### config.mk
export PLATFORM = sky130hd
export DESIGN_NAME = sqrt_pwl_eval
export DESIGN_NICKNAME = d
export VERILOG_FILES = /design/src/rtl/sqrt_pwl_eval.sv
export SDC_FILE = /design/constraint.sdc
export NUM_CORES = 1
export LEC_CHECK = 0
export CORE_MARGIN = 1.5
export CORE_UTILIZATION = 40
export DETAILED_ROUTE_END_ITERATION = 8
export HOLD_SLACK_MARGIN = 0.08
export PLACE_DENSITY = 0.56
export SYNTH_ARGS = -nofsm -noshare
export SYNTH_HDL_FRONTEND = slang
export SYNTH_SLANG_ARGS = --single-unit
### constraint.sdc
create_clock -name clk -period 7.55 [get_ports clk]
set_clock_uncertainty 0.05 [all_clocks]
set_input_delay 1.1325 -clock clk [delete_from_list [all_inputs] [get_ports clk]]
set_output_delay 1.1325 -clock clk [all_outputs]
set_load 0.02 [all_outputs]
### src/rtl/sqrt_pwl_eval.sv
// Pipelined piecewise-linear sqrt(e) for the Box-Muller datapath, 1 sample/clk with back-pressure.
// Optional feature macro SQRT_ROUND_EN: round-to-nearest (ties away) in the output stage instead of truncation.
module sqrt_pwl_eval #(
    parameter int IN_W     = 32,
    parameter int IN_FRAC  = 24,
    parameter int OUT_W    = 24,
    parameter int OUT_FRAC = 20
) (
    input  logic             clk,
    input  logic             reset,
    input  logic             in_valid,
    output logic             in_ready,
    input  logic [IN_W-1:0]  e_in,
    output logic [5:0]       coef_addr,
    output logic             coef_sel,
    input  logic [31:0]      coef_data,
    output logic             out_valid,
    input  logic             out_ready,
    output logic [OUT_W-1:0] f_out
);

    localparam int PW     = $clog2(IN_W);
    localparam int Y_FRAC = 23;
    localparam int ALIGN  = Y_FRAC - OUT_FRAC;
    localparam int YW     = 34;
    localparam int XW     = YW + 16;

    logic adv;
    assign adv      = ~out_valid | out_ready;
    assign in_ready = adv;

    logic [PW-1:0] p_next;
    always_comb begin
        p_next = '0;
        for (int i = 0; i < IN_W; i++) begin
            if (e_in[i]) p_next = PW'(i);
        end
    end

    logic              s1_valid, s1_z;
    logic [IN_W-1:0]   s1_e;
    logic [PW-1:0]     s1_p;
    always_ff @(posedge clk) begin
        if (reset) begin
            s1_valid <= 1'b0;
            s1_z     <= 1'b0;
            s1_e     <= '0;
            s1_p     <= '0;
        end else if (adv) begin
            s1_valid <= in_valid;
            s1_z     <= (e_in == '0);
            s1_e     <= e_in;
            s1_p     <= p_next;
        end
    end

    // Only the mantissa bits below the hidden one that feed address and offset are kept.
    logic [PW-1:0]      norm_sh;
    logic [17:0]        m_hi;
    logic signed [5:0]  k, kh_next;
    always_comb begin
        norm_sh = PW'(IN_W - 1) - s1_p;
        m_hi    = 18'((s1_e << norm_sh) >> (IN_W - 19));
        k       = 6'(s1_p) - 6'(IN_FRAC);
        kh_next = k >>> 1;
    end

    logic              s2_valid, s2_z;
    logic [11:0]       s2_dx;
    logic signed [5:0] s2_kh;
    always_ff @(posedge clk) begin
        if (reset) begin
            s2_valid  <= 1'b0;
            s2_z      <= 1'b0;
            s2_dx     <= '0;
            s2_kh     <= '0;
            coef_addr <= '0;
            coef_sel  <= 1'b0;
        end else if (adv) begin
            s2_valid  <= s1_valid;
            s2_z      <= s1_z;
            s2_dx     <= m_hi[11:0];
            s2_kh     <= kh_next;
            coef_addr <= m_hi[17:12];
            coef_sel  <= k[0];
        end
    end

    // The ROM keeps re-reading the held address during a stall, which belongs to the
    // sample behind this one, so the word seen right after an advance is latched.
    logic              sr_valid, sr_z;
    logic [11:0]       sr_dx;
    logic signed [5:0] sr_kh;
    logic              adv_q;
    logic [31:0]       coef_hold, coef_eff;
    assign coef_eff = adv_q ? coef_data : coef_hold;

    always_ff @(posedge clk) begin
        if (reset) begin
            sr_valid  <= 1'b0;
            sr_z      <= 1'b0;
            sr_dx     <= '0;
            sr_kh     <= '0;
            adv_q     <= 1'b1;
            coef_hold <= '0;
        end else begin
            adv_q     <= adv;
            coef_hold <= coef_eff;
            if (adv) begin
                sr_valid <= s2_valid;
                sr_z     <= s2_z;
                sr_dx    <= s2_dx;
                sr_kh    <= s2_kh;
            end
        end
    end

    logic [19:0]   slope;
    logic [11:0]   icpt;
    logic [31:0]   prod;
    logic [YW-1:0] y_next;
    always_comb begin
        slope  = coef_eff[31:12];
        icpt   = coef_eff[11:0];
        prod   = {12'b0, slope} * {20'b0, sr_dx};
        y_next = (YW'(1) << Y_FRAC) + {11'b0, icpt, 11'b0} + {2'b0, prod};
    end

    logic              s3_valid, s3_z;
    logic [YW-1:0]     s3_y;
    logic signed [5:0] s3_kh;
    always_ff @(posedge clk) begin
        if (reset) begin
            s3_valid <= 1'b0;
            s3_z     <= 1'b0;
            s3_y     <= '0;
            s3_kh    <= '0;
        end else if (adv) begin
            s3_valid <= sr_valid;
            s3_z     <= sr_z;
            s3_y     <= y_next;
            s3_kh    <= sr_kh;
        end
    end

    // Net shift combines the exponent half with the Q.23 -> Q.OUT_FRAC alignment.
    logic signed [6:0] net;
    logic [5:0]        rsh;
    logic [XW-1:0]     y_ext, shifted;
    logic [OUT_W-1:0]  f_next;
    always_comb begin
        net   = {s3_kh[5], s3_kh} - 7'(ALIGN);
        rsh   = 6'(-net);
        y_ext = {{(XW-YW){1'b0}}, s3_y};
        if (!net[6]) begin
            shifted = y_ext << net[5:0];
        end else begin
`ifdef SQRT_ROUND_EN
            y_ext = y_ext + (XW'(1) << (rsh - 6'd1));
`endif
            shifted = y_ext >> rsh;
        end
        if (|shifted[XW-1:OUT_W]) f_next = '1;
        else                      f_next = shifted[OUT_W-1:0];
        if (s3_z) f_next = '0;
    end

    always_ff @(posedge clk) begin
        if (reset) begin
            out_valid <= 1'b0;
            f_out     <= '0;
        end else if (adv) begin
            out_valid <= s3_valid;
            f_out     <= f_next;
        end
    end

endmodule

======== After elaboration in Yosys (flattened, before gate mapping) ========
Index checks and enable logic that the tools add are counted.
operators by class
  $add $sub $neg .......................... 6
  multiply operators ...................... 1
  div/mod/pow operators ................... 0
  $lt $le $gt $ge ......................... 0
  eq/ne operators ......................... 0
  shift operators ......................... 3
  muxes and demuxes ....................... 35
  bitwise logic cells ..................... 2
  reduce and logical (&&, ||, !) cells .... 2
operators by type and width
  kind                                              number
  two-way mux 5 bit                                 28
  two-way mux 50 bit                                1
  left shift 34 x 6 -> 50 bit                       1
  >> shifter 34 x 6 -> 50 bit                       1
  two-way mux 24 bit                                2
  adder 25 x 32 -> 33 bit                           1
  logical NOT 32 bit                                1
  multiplier 20 x 12 -> 32 bit                      1
  two-way mux 32 bit                                1
  left shift 32 x 5 -> 31 bit                       1
  OR reduction 26 bit                               1
  adder 24 x 23 -> 25 bit, first input constant     1
  negator 6 bit                                     1
  subtractor 5 x 3 -> 6 bit, second input constant  1
  subtractor 5 x 5 -> 6 bit, second input constant  1
  subtractor 5 bit, first input constant            1
  two-way mux 2 bit                                 2
  two-way mux 1 bit                                 1
  NOT 1 bit                                         1
  OR 1 bit                                          1
word-level totals
  register bits ........................... 183
  bits in latches ......................... 0
  RAM bits ................................ 0
  bits in read-only memories .............. 0
  input port bits ......................... 68
  output and inout port bits .............. 33
  memories ................................ 0

======== Logic depth before layout (Yosys ltp) ========
  depth after elaboration ................. 31
  gate-level depth with buffers ........... 24

======== Least setup slack after synthesis ========
OpenSTA, ideal clock, no wires.
  path type ............................... input to register
  start ................................... input port coef_data[19]
  end ..................................... register s3_y[27]
  library setup time ...................... 0.128 ns
  data arrival time ....................... 6.015 ns
  required time ........................... 7.372 ns
  slack ................................... 1.357 ns
  stages .................................. 21
  path buffers ............................ 1
  path through ............................ mux2_2 clkbuf_1 nand2_1 fa_1 inv_1 fa_1 inv_1 fa_1 fa_1 inv_1 fa_1 ha_1 inv_1 o21ai_0 nor3b_1 o31ai_1 a31o_2 a21o_1 a311oi_1 xor2_1 o21ai_0
between the ends
  word-level cells in the longest chain between the ends .. 3
RTL lines
  element                       line  RTL
  from (decl)                   16    input logic [31:0] coef_data,
  two-way mux 32 bit            96    assign coef_eff = adv_q ? coef_data : coef_hold;
  multiplier 20 x 12 -> 32 bit  125   prod = {12'b0, slope} * {20'b0, sr_dx};
  adder 25 x 32 -> 33 bit       126   y_next = (YW'(1) << Y_FRAC) + {11'b0, icpt, 11'b0} + {2'b0, prod};
  to (signal assigned)          141   s3_y <= y_next;
  to (decl)                     130   logic [YW-1:0] s3_y;
No other way between the ends.
A chain may end at the register's enable or synchronous reset.

======== Final worst setup path ========
  start ................................... input port coef_data[19]
  end ..................................... register s3_y[32]
Same word-level chain as after synthesis.

==> summary.txt <==
run status - complete, no violations
post_cts resized - 0
routed via count - 16050
H-Tree Depth - 4
share of the yosys chip area belonging to registers - 0.1875
number of nets in the finished design - 2646
dpl cell area - 0.02062 mm^2
synthesized netlist cell count - 2320
net switching power of the design - 1.400 mW
wire length of the first global-routing pass - 85830 um
CP Max Fanout - 13
buffers from clock root to sink, at most - 2
critical path class - in -> reg
post-route cell area - 0.02122 mm^2
cell count of the worst hold path - 2
Synth Warn # - 0
relative contribution of the clock network to total power - 0.256
number of remaining DRC errors - 0
share of total power in combinational logic - 0.407
highest clock frequency the design can meet - 149.9 MHz
hold bufs inserted after CTS - 0
register bit total from synthesis - 181
average size of a mapped cell - 8.330 um^2
ANT cells - 0
overall power after layout - 3.593 mW
Max Transition Viols Final - 0
clock transition time at the flip-flop clock pins of the worst setup and hold paths - 0.08 ns
Sw Share - 0.3896
detailed-route wire length - 53240 um
number of synthesized flops with an enable pin - 0
Final Critical Period - 6.672 ns
total standard cell area after synthesis - 0.01933 mm^2
highest ir drop seen on vdd - 0.1097 mV
total setup violations reported at the end of the flow - 0
number of unique standard cell types used by synthesis - 73
post-CTS repair timing setup buffer count - 0
most used flip-flop cell after synthesis - sky130_fd_sc_hd__dfxtp_1
count of maximum capacitance violations - 0
core area - 0.04775 mm^2
number of iterations in the first detailed-routing pass - 5
clock tree from TritonCTS - built
leakage component of the power - 8.863 nW
final period utilization - 0.8837
standard-cell row count - 80
largest net degree at the start of global routing - 86
adder-cell area share of the yosys netlist - 0.2540
vias per cell - 5.479
count of routing violations after the opening detailed-route iteration - 1150
Pint - 2.193 mW
proportion of power drawn by flip-flops and latches - 0.336
share of cell area taken by muxes after synthesis - 0.1307
type of element launching the critical path - input port
HPWL after detailed placement - 41040 um
Least-Margin Pin Slew - 1.070 ns
required time of the worst setup path - 7.83 ns
number of cells on the worst reg-to-reg path - 21
setup repair after global routing missed its margin - no
overall die area - 0.04964 mm^2
count of non-filler cells in the finished layout - 2930
post-synthesis share of cell area spent on and, or, nand and nor gates - 0.1892
headroom to the max-slew limit - 0.2866
insertion delay to the later sink of the worst-skew pair - 0.49 ns
final hold violations - 0
setup TNS - 0 ns
critical path arrival - 6.95 ns
horizontal die dimension - 222.8 um
GRT Resource Usage Total - 0.2172
clock sink total - 181
Reg2Reg Launch Point - adv_q
die boundary height - 222.8 um
dpl cells - 2898
synthesized net count - 2664
Antenna Violating Nets Remaining - 0
average wire per standard cell - 18.17 um
global route total overflow - 0
share of cells above drive strength 1 - 0.07991
Hold Path Origin - sr_kh[0]
number of buffers created by CTS - 17
Layout area overhead - 9.795%
synthesized-area fraction occupied by ao, oa, aoi and oai cells - 0.1406
Reg2Reg Setup Slack - 1.19 ns
Hold EP - s3_kh[0]
via count of the first global-routing pass - 15690
min-delay worst type - reg -> reg
master cell of the clock root buffer - sky130_fd_sc_hd__clkbuf_16
number of primary I/O pins - 101
number of antenna violations at the first check in global routing - 0
initial cell density of the core - 0.4048
GP Congestion - 0.9072
Async S/R FF share, synth - 0
reg-to-reg endpoint - s3_y[32]
capturing element type of the critical path - flop
XOR/XNOR share of the synthesized area - 0.01599
Cell Pwr Density - 169.3 mW/mm^2
combinational family with the most area after synthesis - adder cells
Port Buf Inserts - 100
-- cell usage in the layout, fill, tap and decap left out, types with 5 or more instances in the layout --
cell                              instances
sky130_fd_sc_hd__nand2_1                442
sky130_fd_sc_hd__inv_1                  232
sky130_fd_sc_hd__fa_1                   194
sky130_fd_sc_hd__dfxtp_1                180
sky130_fd_sc_hd__a21oi_1                164
sky130_fd_sc_hd__nor2_1                 106
sky130_fd_sc_hd__and2_1                 105
sky130_fd_sc_hd__clkdlybuf4s50_1         99
sky130_fd_sc_hd__mux2i_1                 87
sky130_fd_sc_hd__o21ai_0                 83
sky130_fd_sc_hd__ha_1                    81
sky130_fd_sc_hd__mux2_2                  65
sky130_fd_sc_hd__nor2b_1                 44
sky130_fd_sc_hd__mux4_2                  41
sky130_fd_sc_hd__a211oi_1                34
sky130_fd_sc_hd__buf_4                   25
sky130_fd_sc_hd__nor3_1                  24
sky130_fd_sc_hd__nand3_1                 21
sky130_fd_sc_hd__nand2b_1                19
sky130_fd_sc_hd__a221o_1                 17
sky130_fd_sc_hd__clkbuf_16               17
sky130_fd_sc_hd__xnor2_1                 16
sky130_fd_sc_hd__o22ai_1                 13
sky130_fd_sc_hd__xor2_1                  12
sky130_fd_sc_hd__a31oi_1                 11
sky130_fd_sc_hd__o211ai_1                11
sky130_fd_sc_hd__and3_1                  10
sky130_fd_sc_hd__o31ai_1                 10
sky130_fd_sc_hd__a22oi_1                  9
sky130_fd_sc_hd__nor4_1                   9
sky130_fd_sc_hd__o21a_1                   9
sky130_fd_sc_hd__a21o_1                   8
sky130_fd_sc_hd__or3_1                    7
sky130_fd_sc_hd__a221oi_1                 7
sky130_fd_sc_hd__a211o_1                  5
sky130_fd_sc_hd__o21ai_1                  5
sky130_fd_sc_hd__nand3b_1                 5
sky130_fd_sc_hd__a31o_2                   5
sky130_fd_sc_hd__o21bai_1                 5
-- kinds of logic (layout without fill, tap and decap cells) --
logic type               Yosys count  after routing
AO/OA/AOI/OAI                    432            432
XOR/XNOR                          31             31
adder cells (fa/ha/maj)          276            276
buffers and inverters            399            394
flip-flops                       181            181
multiplexers                     193            193
AND/OR/NAND/NOR                  808            808
-- per-layer routing --
layer | part of all wire | routed length [um] | vias up | track usage
met3 | 0.044 | 2331 | 56 | 0.03756
met5 | 0 | 0 | - | 0
met1 | 0.47 | 24990 | 7929 | 0.3015
met4 | 0.017 | 883 | 0 | 0.05640
met2 | 0.47 | 25030 | 371 | 0.3492
li1 | - | - | 7697 | -
-- through the flow --
stage / hold WS [ns] / util / setup WS (ns)
after floorplan: 0.3749 / - / 1.357
after global placement: 0.3868 / 0.4318 / 0.4890
after detailed placement: 0.3904 / 0.4318 / 0.4227
after CTS: 0.4025 / 0.4444 / 0.9479
after global routing: 0.4237 / 0.4444 / 0.4729
final: 0.4034 / 0.4444 / 0.8783
-- area by class of cell --
cell class / count / area, um^2
Tap cell: 615 / 769.5
Inverter: 238 / 894.6
Timing Repair Buffer: 124 / 1179
Multi-Input combinational cell: 1740 / 14150
Sequential cell: 181 / 3627
Fill cell: 4765 / 26530
Clock buffer: 18 / 439.2
Clock inverter: 14 / 161.4
-- how the worst max path moves through the flow --
stage                              from        to
after floorplan           coef_data[19]  s3_y[27]
after global placement    coef_data[19]  s3_y[32]
after detailed placement  coef_data[19]  s3_y[32]
after CTS                 coef_data[19]  s3_y[32]
after global routing      coef_data[19]  s3_y[32]
final                     coef_data[19]  s3_y[32]
-- state kept, by name (all words and copies together) (netlist names), 5 cells and up --
register,cells
s3_y,33
coef_hold,32
s1_e,31
f_out,24
s2_dx,12
sr_dx,12
coef_addr,6
s1_p,5
s2_kh,5
s3_kh,5
sr_kh,5
-- cells in the mapped netlist (all sizes together), types with 44 or more instances --
| cell type | instances | area, um^2 |
|---|---|---|
| nand2 | 442 | 1659 |
| inv | 235 | 882.1 |
| fa | 194 | 3884 |
| dfxtp | 181 | 3623 |
| a21oi | 165 | 837.1 |
| clkbuf | 117 | 439.2 |
| nor2 | 107 | 401.6 |
| and2 | 105 | 656.9 |
| o21ai | 88 | 440.4 |
| mux2i | 87 | 870.8 |
| ha | 82 | 1026 |
| mux2 | 65 | 732.0 |
| nor2b | 45 | 281.5 |
| buf | 44 | 251.5 |
-- power groups by stage --
| stage | Clock, mW | Combinational (mW) | Sequential [mW] |
|---|---|---|---|
| after floorplan | 0 | 0.988 | 1.23 |
| after global placement | 0 | 1.46 | 1.23 |
| after detailed placement | 0 | 1.46 | 1.23 |
| after CTS | 0.951 | 1.47 | 1.21 |
| after global routing | 0.983 | 1.62 | 1.23 |
| final | 0.921 | 1.46 | 1.21 |
-- critical path: stages --
cell and delay (ns):
sky130_fd_sc_hd__clkdlybuf4s50_1 0.45, sky130_fd_sc_hd__mux2_2 0.35, sky130_fd_sc_hd__nand2_1 0.13, sky130_fd_sc_hd__fa_1 0.55, sky130_fd_sc_hd__inv_1 0.05, sky130_fd_sc_hd__fa_1 0.50
sky130_fd_sc_hd__inv_1 0.05, sky130_fd_sc_hd__fa_1 0.48, sky130_fd_sc_hd__fa_1 0.49, sky130_fd_sc_hd__inv_1 0.05, sky130_fd_sc_hd__fa_1 0.43, sky130_fd_sc_hd__ha_1 0.35
sky130_fd_sc_hd__o21a_1 0.14, sky130_fd_sc_hd__o21ai_0 0.10, sky130_fd_sc_hd__o31ai_1 0.37, sky130_fd_sc_hd__o21ai_0 0.24, sky130_fd_sc_hd__o211ai_1 0.49, sky130_fd_sc_hd__a211oi_1 0.19
sky130_fd_sc_hd__a21oi_1 0.19, sky130_fd_sc_hd__xnor2_1 0.13, sky130_fd_sc_hd__o21ai_0 0.08
Power figures use the tool's default switching activity.
